--- src/rtl/sys_defs.sv ---
// Shared fetch-path types and constants used by the fetch queue and its FIFO.
package sys_defs;
  localparam int INST_BYTES   = 4;
  localparam int FETCH_ADDR_W = 64;
  localparam int FETCH_INST_W = 32;

  typedef struct packed {
    logic [FETCH_ADDR_W-1:0] pc;
    logic [FETCH_INST_W-1:0] inst;
  } fetch_entry_t;
endpackage

--- src/rtl/fetch_fifo.sv ---
// In-order buffer of fetched {pc, inst} entries; flush wins over push and pop.
module fetch_fifo
  import sys_defs::*;
#(
  parameter int  DEPTH   = 4,
  parameter type entry_t = fetch_entry_t,
  localparam int PW      = $clog2(DEPTH),
  localparam int CW      = $clog2(DEPTH + 1)
) (
  input  logic          clk,
  input  logic          rst,
  input  logic          push,
  input  logic          pop,
  input  logic          flush,
  input  entry_t        din,
  output entry_t        head,
  output logic [CW-1:0] count
);

  entry_t        mem [DEPTH];
  logic [PW-1:0] rd_ptr;
  logic [PW-1:0] wr_ptr;

  // DEPTH is a power of two, so the pointers wrap on their own.
  always_ff @(posedge clk or posedge rst) begin
    if (rst) begin
      rd_ptr <= '0;
      wr_ptr <= '0;
      count  <= '0;
    end else if (flush) begin
      rd_ptr <= '0;
      wr_ptr <= '0;
      count  <= '0;
    end else begin
      if (push) wr_ptr <= wr_ptr + PW'(1);
      if (pop)  rd_ptr <= rd_ptr + PW'(1);
      count <= count + CW'(push) - CW'(pop);
    end
  end

  always_ff @(posedge clk) begin
    if (push && !flush) mem[wr_ptr] <= din;
  end

  assign head = mem[rd_ptr];

endmodule

--- src/rtl/if_fetch_queue.sv ---
// Decoupled instruction fetch: credit-limited sequential requests, an in-order
// response queue, and redirect handling that drops responses already in flight.
module if_fetch_queue
  import sys_defs::*;
#(
  parameter int               ADDR_W   = 64,
  parameter int               INST_W   = 32,
  parameter int               DEPTH    = 4,
  parameter logic [ADDR_W-1:0] RESET_PC = '0
) (
  input  logic              clk,
  input  logic              rst,
  output logic              req_valid,
  input  logic              req_ready,
  output logic [ADDR_W-1:0] req_addr,
  input  logic              resp_valid,
  input  logic [INST_W-1:0] resp_data,
  input  logic              redirect_valid,
  input  logic [ADDR_W-1:0] redirect_pc,
  output logic              out_valid,
  input  logic              out_ready,
  output logic [ADDR_W-1:0] out_pc,
  output logic [INST_W-1:0] out_inst
);

  localparam int                CW      = $clog2(DEPTH + 1);
  localparam int                CW1     = CW + 1;
  localparam logic [CW:0]       DEPTH_C = CW1'(DEPTH);
  localparam logic [ADDR_W-1:0] STEP    = ADDR_W'(INST_BYTES);

  typedef struct packed {
    logic [ADDR_W-1:0] pc;
    logic [INST_W-1:0] inst;
  } entry_t;

  logic [ADDR_W-1:0] fetch_pc;
  logic [ADDR_W-1:0] resp_pc;
  logic [ADDR_W-1:0] redirect_base;
  logic [CW-1:0]     count;
  logic [CW-1:0]     inflight;
  logic [CW-1:0]     drop_cnt;
  logic [CW-1:0]     inflight_after_resp;
  logic              accept;
  logic              keep;
  logic              pop;
  entry_t            push_entry;
  entry_t            head;

  assign redirect_base = redirect_pc & ~ADDR_W'(3);

  // Buffered plus outstanding never exceeds DEPTH, so every response has a slot.
  assign req_valid = !redirect_valid && (({1'b0, count} + {1'b0, inflight}) < DEPTH_C);
  assign req_addr  = fetch_pc;
  assign accept    = req_valid && req_ready;

  assign keep                = resp_valid && (drop_cnt == '0) && !redirect_valid;
  assign inflight_after_resp = inflight - CW'(resp_valid);
  assign push_entry          = '{pc: resp_pc, inst: resp_data};

  assign out_valid = (count != '0);
  assign pop       = out_valid && out_ready;
  assign out_pc    = out_valid ? head.pc   : '0;
  assign out_inst  = out_valid ? head.inst : '0;

  // On redirect every response still owed, minus one arriving now, becomes stale.
  always_ff @(posedge clk or posedge rst) begin
    if (rst) begin
      fetch_pc <= RESET_PC;
      resp_pc  <= RESET_PC;
      inflight <= '0;
      drop_cnt <= '0;
    end else if (redirect_valid) begin
      fetch_pc <= redirect_base;
      resp_pc  <= redirect_base;
      inflight <= inflight_after_resp;
      drop_cnt <= inflight_after_resp;
    end else begin
      if (accept) fetch_pc <= fetch_pc + STEP;
      inflight <= inflight_after_resp + CW'(accept);
      if (resp_valid) begin
        if (drop_cnt != '0) drop_cnt <= drop_cnt - CW'(1);
        else                resp_pc  <= resp_pc + STEP;
      end
    end
  end

  fetch_fifo #(
    .DEPTH  (DEPTH),
    .entry_t(entry_t)
  ) u_fifo (
    .clk  (clk),
    .rst  (rst),
    .push (keep),
    .pop  (pop),
    .flush(redirect_valid),
    .din  (push_entry),
    .head (head),
    .count(count)
  );

endmodule

--- config.mk ---
export PLATFORM = sky130hd
export DESIGN_NAME = if_fetch_queue
export DESIGN_NICKNAME = d
export VERILOG_FILES = /design/src/rtl/sys_defs.sv /design/src/rtl/fetch_fifo.sv /design/src/rtl/if_fetch_queue.sv
export SDC_FILE = /design/constraint.sdc
export NUM_CORES = 1
export LEC_CHECK = 0
export BUFFER_PORTS_ARGS = -buffer_cell sky130_fd_sc_hd__buf_2
export CAP_MARGIN = 20
export CELL_PAD_IN_SITES_DETAIL_PLACEMENT = 0
export CELL_PAD_IN_SITES_GLOBAL_PLACEMENT = 2
export CORE_ASPECT_RATIO = 0.75
export CORE_MARGIN = 2
export CORE_UTILIZATION = 40
export CTS_CLUSTER_SIZE = 30
export DETAILED_ROUTE_END_ITERATION = 6
export PLACE_DENSITY = 0.83
export SLEW_MARGIN = 30
export SYNTH_ARGS = -nofsm -noshare
export SYNTH_HDL_FRONTEND = slang
export SYNTH_SLANG_ARGS = --single-unit
--- constraint.sdc ---
create_clock -name clk -period 7.43 [get_ports clk]
set_input_delay 1.486 -clock clk [delete_from_list [all_inputs] [get_ports clk]]
set_output_delay 1.486 -clock clk [all_outputs]
set_load 0.01 [all_outputs]
# Yosys cells after proc, flatten, opt, wreduce, memory -nomap -nowiden
# Memory sizes are Yosys's and may differ from the RTL's.
# Index checks and enable logic that the tools add are counted.
[totals] regBits=141 ramBits=384 in_bits=102 out_inout_bits=162 word_cells=55 mem_count=1
[memory_table] memory="u_fifo.mem" words=4 width=96 read_ports=1 rd_ports_with_merged_regs=0 write_ports=1 line_no="fetch_fifo.sv:20" rtl="entry_t mem [DEPTH];"
[op_classes] n_addsub=10 magnitude_cmp=1 n_eq_ne=1 n_mux=18 reduce_logical=17
[op_table] operator="two-way mux 64 bit" count=6
[op_table] operator="adder 64 x 3 -> 64 bit, second input constant" count=2
[op_table] operator="two-way mux 32 bit" count=1
[op_table] operator="two-way mux 3 bit" count=5
[op_table] operator="nonzero test 2 bit" count=5
[op_table] operator="two-way mux 2 bit" count=4
[op_table] operator="adder 3 x 1 -> 3 bit" count=2
[op_table] operator="logical AND 1 bit" count=6
[op_table] operator="nonzero test 3 bit" count=2
[op_table] operator="subtractor 3 x 1 -> 3 bit" count=2
[op_table] operator="adder 2 x 1 -> 2 bit, second input constant" count=2
[op_table] operator="adder 3 x 3 -> 4 bit" count=1
[op_table] operator="< comparator 4 x 3 -> 1 bit, second input constant" count=1
[op_table] operator="AND reduction 2 bit" count=2
[op_table] operator="logical NOT 3 bit" count=1
[op_table] operator="subtractor 3 x 1 -> 3 bit, second input constant" count=1
[op_table] operator="two-way mux 1 bit" count=2
[op_table] operator="!= test 2 bit, second input constant" count=1
[op_table] operator="logical NOT 1 bit" count=1

# Logic depth before layout (Yosys ltp)
[logic_depth] word_depth=6 mapped_depth=9 ltp_nobuf=9

# Hierarchy
# Synthesis repeated with hierarchy kept, for this count alone.
[hier_totals] hier_cells=1497 hier_area_um2=22500.3
[modules_own_cells] module="fetch_fifo" n_inst=1 cells_each=540 area_per_inst_um2=14266.2 seq_area_each_um2=11706.2
[modules_own_cells] module="if_fetch_queue" n_inst=1 cells_each=957 area_per_inst_um2=8234.1 seq_area_each_um2=3253.1

# Least setup slack after synthesis
# No wires, ideal clock.
[synth_timing] path_kind="input-to-reg" startpoint="input redirect_valid" endpoint="memory u_fifo.mem[0][0] (netlist bit) (enable)" setup_time_ps=463 arrival_ps=4256 required_time_ps=6967 path_slack_ps=2711 cell_stages=4 path_buffers=2 path_cell_list="clkbuf_1 -> clkbuf_1 -> nor2_1 -> and2_1"
[synth_between] elab_chain_cells=5
[synth_rtl] element="from (decl)" line_no="if_fetch_queue.sv:18" rtl="input logic redirect_valid,"
[synth_rtl] element="logical NOT 1 bit (*)" line_no="fetch_fifo.sv:42, if_fetch_queue.sv:56"
[synth_rtl] element="logical AND 1 bit" line_no="if_fetch_queue.sv:56" rtl="assign keep = resp_valid && (drop_cnt == '0) && !redirect_valid;"
[synth_rtl] element="logical AND 1 bit (*)" line_no="fetch_fifo.sv:42" rtl="if (push && !flush) mem[wr_ptr] <= din;"
[synth_rtl] element="two-way mux 1 bit (*)" line_no="fetch_fifo.sv:42"
[synth_rtl] element="two-way mux 1 bit (implied by the code) (*)" line_no="fetch_fifo.sv:42"
[synth_rtl] element="to (decl)" line_no="fetch_fifo.sv:20"
# Mark *: on every way between the ends. The rest lies on a longest branch, timed or not.

# Worst setup path in the final report
[layout_timing] startpoint="register u_fifo.rd_ptr[1]" endpoint="output out_pc[23]"
[layout_between] elab_chain_cells=2
[layout_rtl] element="from (decl)" line_no="fetch_fifo.sv:21" rtl="logic [PW-1:0] rd_ptr;"
[layout_rtl] element="from (signal assigned)" line_no="fetch_fifo.sv:36" rtl="if (pop) rd_ptr <= rd_ptr + PW'(1);"
[layout_rtl] element="memory (4 x 96 bit)"
[layout_rtl] element="two-way mux 64 bit" line_no="if_fetch_queue.sv:62" rtl="assign out_pc = out_valid ? head.pc : '0;"
[layout_rtl] element="to (decl)" line_no="if_fetch_queue.sv:22" rtl="output logic [ADDR_W-1:0] out_pc,"
# No other way between the ends.

==> summary.md <==
| Metric | Value |
|---|---|
| Outcome | `completed` |
| Routed len/inst | `approximately 23 um` |
| RSZ-0062 raised after global routing | `no` |
| Storage cell area | `~0.015 mm2` |
| Cts repair resizes | `0` |
| Initial Utilization | `0.403` |
| Routed wl met2 | `roughly 26 mm` |
| Setup TNS | `0 ns` |
| Placed Area | `~0.025 mm2` |
| Max_slew headroom | `0.355` |
| Worst-Margin Slew | `between 0.9 and 1 ns` |
| Post-synthesis cell count | `approximately 1500` |
| Total Nets Final | `1894` |
| Root Buffer | `clkbuf_16` |
| TritonCTS Buffers | `51` |
| 1st-pass router iterations | `5` |
| Clk_lat worst skew | `~0.60 ns` |
| Hold Fails Final Rpt | `0` |
| Post-Syn Area | `between 0.02 and 0.025 mm2` |
| Initial DRC count | `approximately 1200` |
| Design Area, Final | `0.0265 mm2` |
| Max Freq | `between 200 and 250 MHz` |
| Core area | `0.0557 mm2` |
| Simple-Gate Fraction of Synth Area | `0.136` |
| Global-route wire length before repair | `roughly 89 mm` |
| P per Cell Area | `roughly 300 mW/mm2` |
| DR top layer | `met5` |
| Worst Path Max Fanout | `50` |
| Pwr Total | `between 8 and 9 mW` |
| Total grt overflow | `0` |
| H-tree Lvls | `2` |
| Most common cell after layout, fill and taps aside | `edfxtp_1` |
| Max-slew violation count | `0` |
| Cts hold-fix bufs | `0` |
| DRC | `0` |
| Pre-CTS setup slack | `about 2.7 ns` |
| TritonCTS clock tree | `yes` |
| Die H | `approximately 210 um` |
| Synth warn | `0` |
| Number of global-route vias before repair | `between 10000 and 15000` |
| Post-route setup slack | `around 2.9 ns` |
| Area Overhead vs Synth | `17.8%` |
| Largest family of logic cells by synthesized area | `simple AND/OR/NAND/NOR gates` |
| Number of synthesized register bits | `roughly 500` |
| Area of the multi-input gates | `around 0.0074 mm2` |
| Row count | `75` |
| Initial antenna violation count | `2` |
| Number of setup buffers added after CTS | `0` |
| Final cell count without fillers | `between 2000 and 3000` |
| Mux share of post-synthesis cell area | `0.113` |
| Total of max-cap violations | `0` |
| Proportion of layout cells with a drive suffix above 1 | `0.285` |
| Post-synthesis compound-gate area fraction | `0.0417` |
| Setup Crit Path Kind | `reg2out` |
| Worst clock skew | `0.0248 ns` |
| Via count | `between 10000 and 15000` |
| Critical path required time | `just under 6 ns` |
| Leakage | `just over 9 nW` |
| Count of final setup violators | `0` |
| Post-synthesis adder-cell area fraction | `0.00980` |
| HPWL Detailed | `39.8 mm` |
| GRT Resource Usage Total | `0.203` |
| Antenna diodes | `0` |
| Post-synth EDFFs | `approximately 380` |
| DP Cell Count | `between 2000 and 2500` |
| CP arrival | `3.09 ns` |
| Final Util | `0.475` |
| Ports | `264` |
| Gp weighted congestion | `0.837` |
| DRT Wirelength | `approximately 60 mm` |
| Vias/cell | `5.65` |
| CTS Sinks | `513` |
| Synth Area in XOR/XNOR | `0.0257` |
| Fillers | `4950` |
| Port bufs | `approximately 260` |
| Die Area | `about 0.058 mm2` |
| Syn Area/Cell | `between 10 and 15 um2` |
| Period utilization | `0.616` |
| R2R Setup Slk | `~3.5 ns` |
| Worst setup SP type | `flip-flop` |
| Largest net degree at the start of global routing | `between 80 and 90` |
| Die W | `between 200 and 300 um` |
| Worst VDD drop | `~170 uV` |
| Sequential element share of the synthesized area | `0.655` |
| Wl on met1 | `between 20 and 30 mm` |
| Final hold slack | `approximately 0.58 ns` |
| Final min period | `4.58 ns` |
| Maximum clock path buffer count | `3` |
| Clk slew on worst S/H paths | `0.06 ns` |
| Commonest non-fill, non-tap cells in the layout | `376 x edfxtp_1, 257 x buf_2, 135 x dfrtp_1` |
| Final ANT Viol Nets | `0` |
| Routed wl met3 | `between 4 and 5 mm` |
| Setup crit end kind | `output pin` |
| Worst Hold Class | `reg2reg` |
| Async set-reset flop share out of synthesis | `0.267` |
| Ys flop type | `edfxtp_1` |
| Synth unique cells | `54` |
[cell usage after synthesis (all sizes together) (3+ instances only)]
library cell / number / area [um2]
nand2b: 9 / 56.3
nand4: 64 / 400
or2: 3 / 18.8
o21ai: 19 / 95.1
clkbuf: 50 / 188
nor2b: 7 / 43.8
nor3b: 6 / 45.0
xor2: 26 / 228
ha: 16 / 200
o31ai: 24 / 180
a21oi: 25 / 125
nor2: 75 / 284
nand2: 55 / 206
and4: 15 / 131
nor4: 28 / 203
o21a: 3 / 22.5
nand3: 56 / 285
nor3: 38 / 200
edfxtp: 376 / 11300
mux4: 94 / 2120
buf: 22 / 103
a31oi: 38 / 238
a211oi: 15 / 113
and2: 105 / 657
or3: 22 / 143
inv: 30 / 113
o31a: 8 / 70.1
a311oi: 5 / 43.8
dfrtp: 137 / 3430
or4: 28 / 210
mux2: 36 / 405
xnor2: 40 / 350
a21boi: 4 / 30.0
and3: 18 / 114
[worst paths after layout]
check | cells past startpoint | startpoint | endpoint
max in group asynchronous | 3 | rst | resp_pc[52]
setup reg to reg | 7 | u_fifo.count[2] | req_addr[26]
hold / removal | 2 | drop_cnt[1] | drop_cnt[1]
hold reg to reg | 2 | drop_cnt[1] | drop_cnt[1]
setup / recovery | 4 | u_fifo.rd_ptr[1] | out_pc[23]
min in group asynchronous | 2 | rst | req_addr[22]
[worst max-delay path, cell delays in order, from the launching register on]
cell and delay [ns]:
dfrtp_4 0.96, buf_4 0.72, mux4_2 0.40, and2_1 0.21, buf_2 0.16
[kinds of logic after synthesis]
| group | count (synthesis) |
|---|---|
| simple gates | 535 |
| compound gates | 143 |
| fa+ha+maj | 17 |
| buf+inv | 102 |
| other cells | 1 |
| xor+xnor | 66 |
| flops | 513 |
| mux | 132 |
[layer usage]
| layer | vias up | GRT usage |
|---|---|---|
| met3 | 96 | 0.0389 |
| met1 | 7355 | 0.311 |
| met5 | - | 0 |
| met2 | 497 | 0.296 |
| li1 | 6458 | - |
| met4 | 2 | 0.0533 |
[where the power goes]
group	internal, mW	switching [mW]	total (mW)
logic	0.894	1.10	2.00
clock network	1.57	1.13	2.70
registers	3.24	0.237	3.48
total	5.70	2.47	8.17
[cell type report]
class / instances / share of cell area
tap: 731 / 0.0346
sequential: 513 / 0.556
inverter: 30 / 0.00454
multi-input combinational: 897 / 0.279
timing repair buffer: 282 / 0.0593
clock buffer: 62 / 0.0505
clock inverter: 34 / 0.0159
[flip-flops by register name, indices dropped and copies added, names as in the netlist]
register	count
u_fifo.wr_ptr	2
inflight	3
resp_pc	62
drop_cnt	3
u_fifo.count	3
req_addr	62
u_fifo.mem	376
u_fifo.rd_ptr	2
No activity file was read; power rests on OpenSTA's default activity.
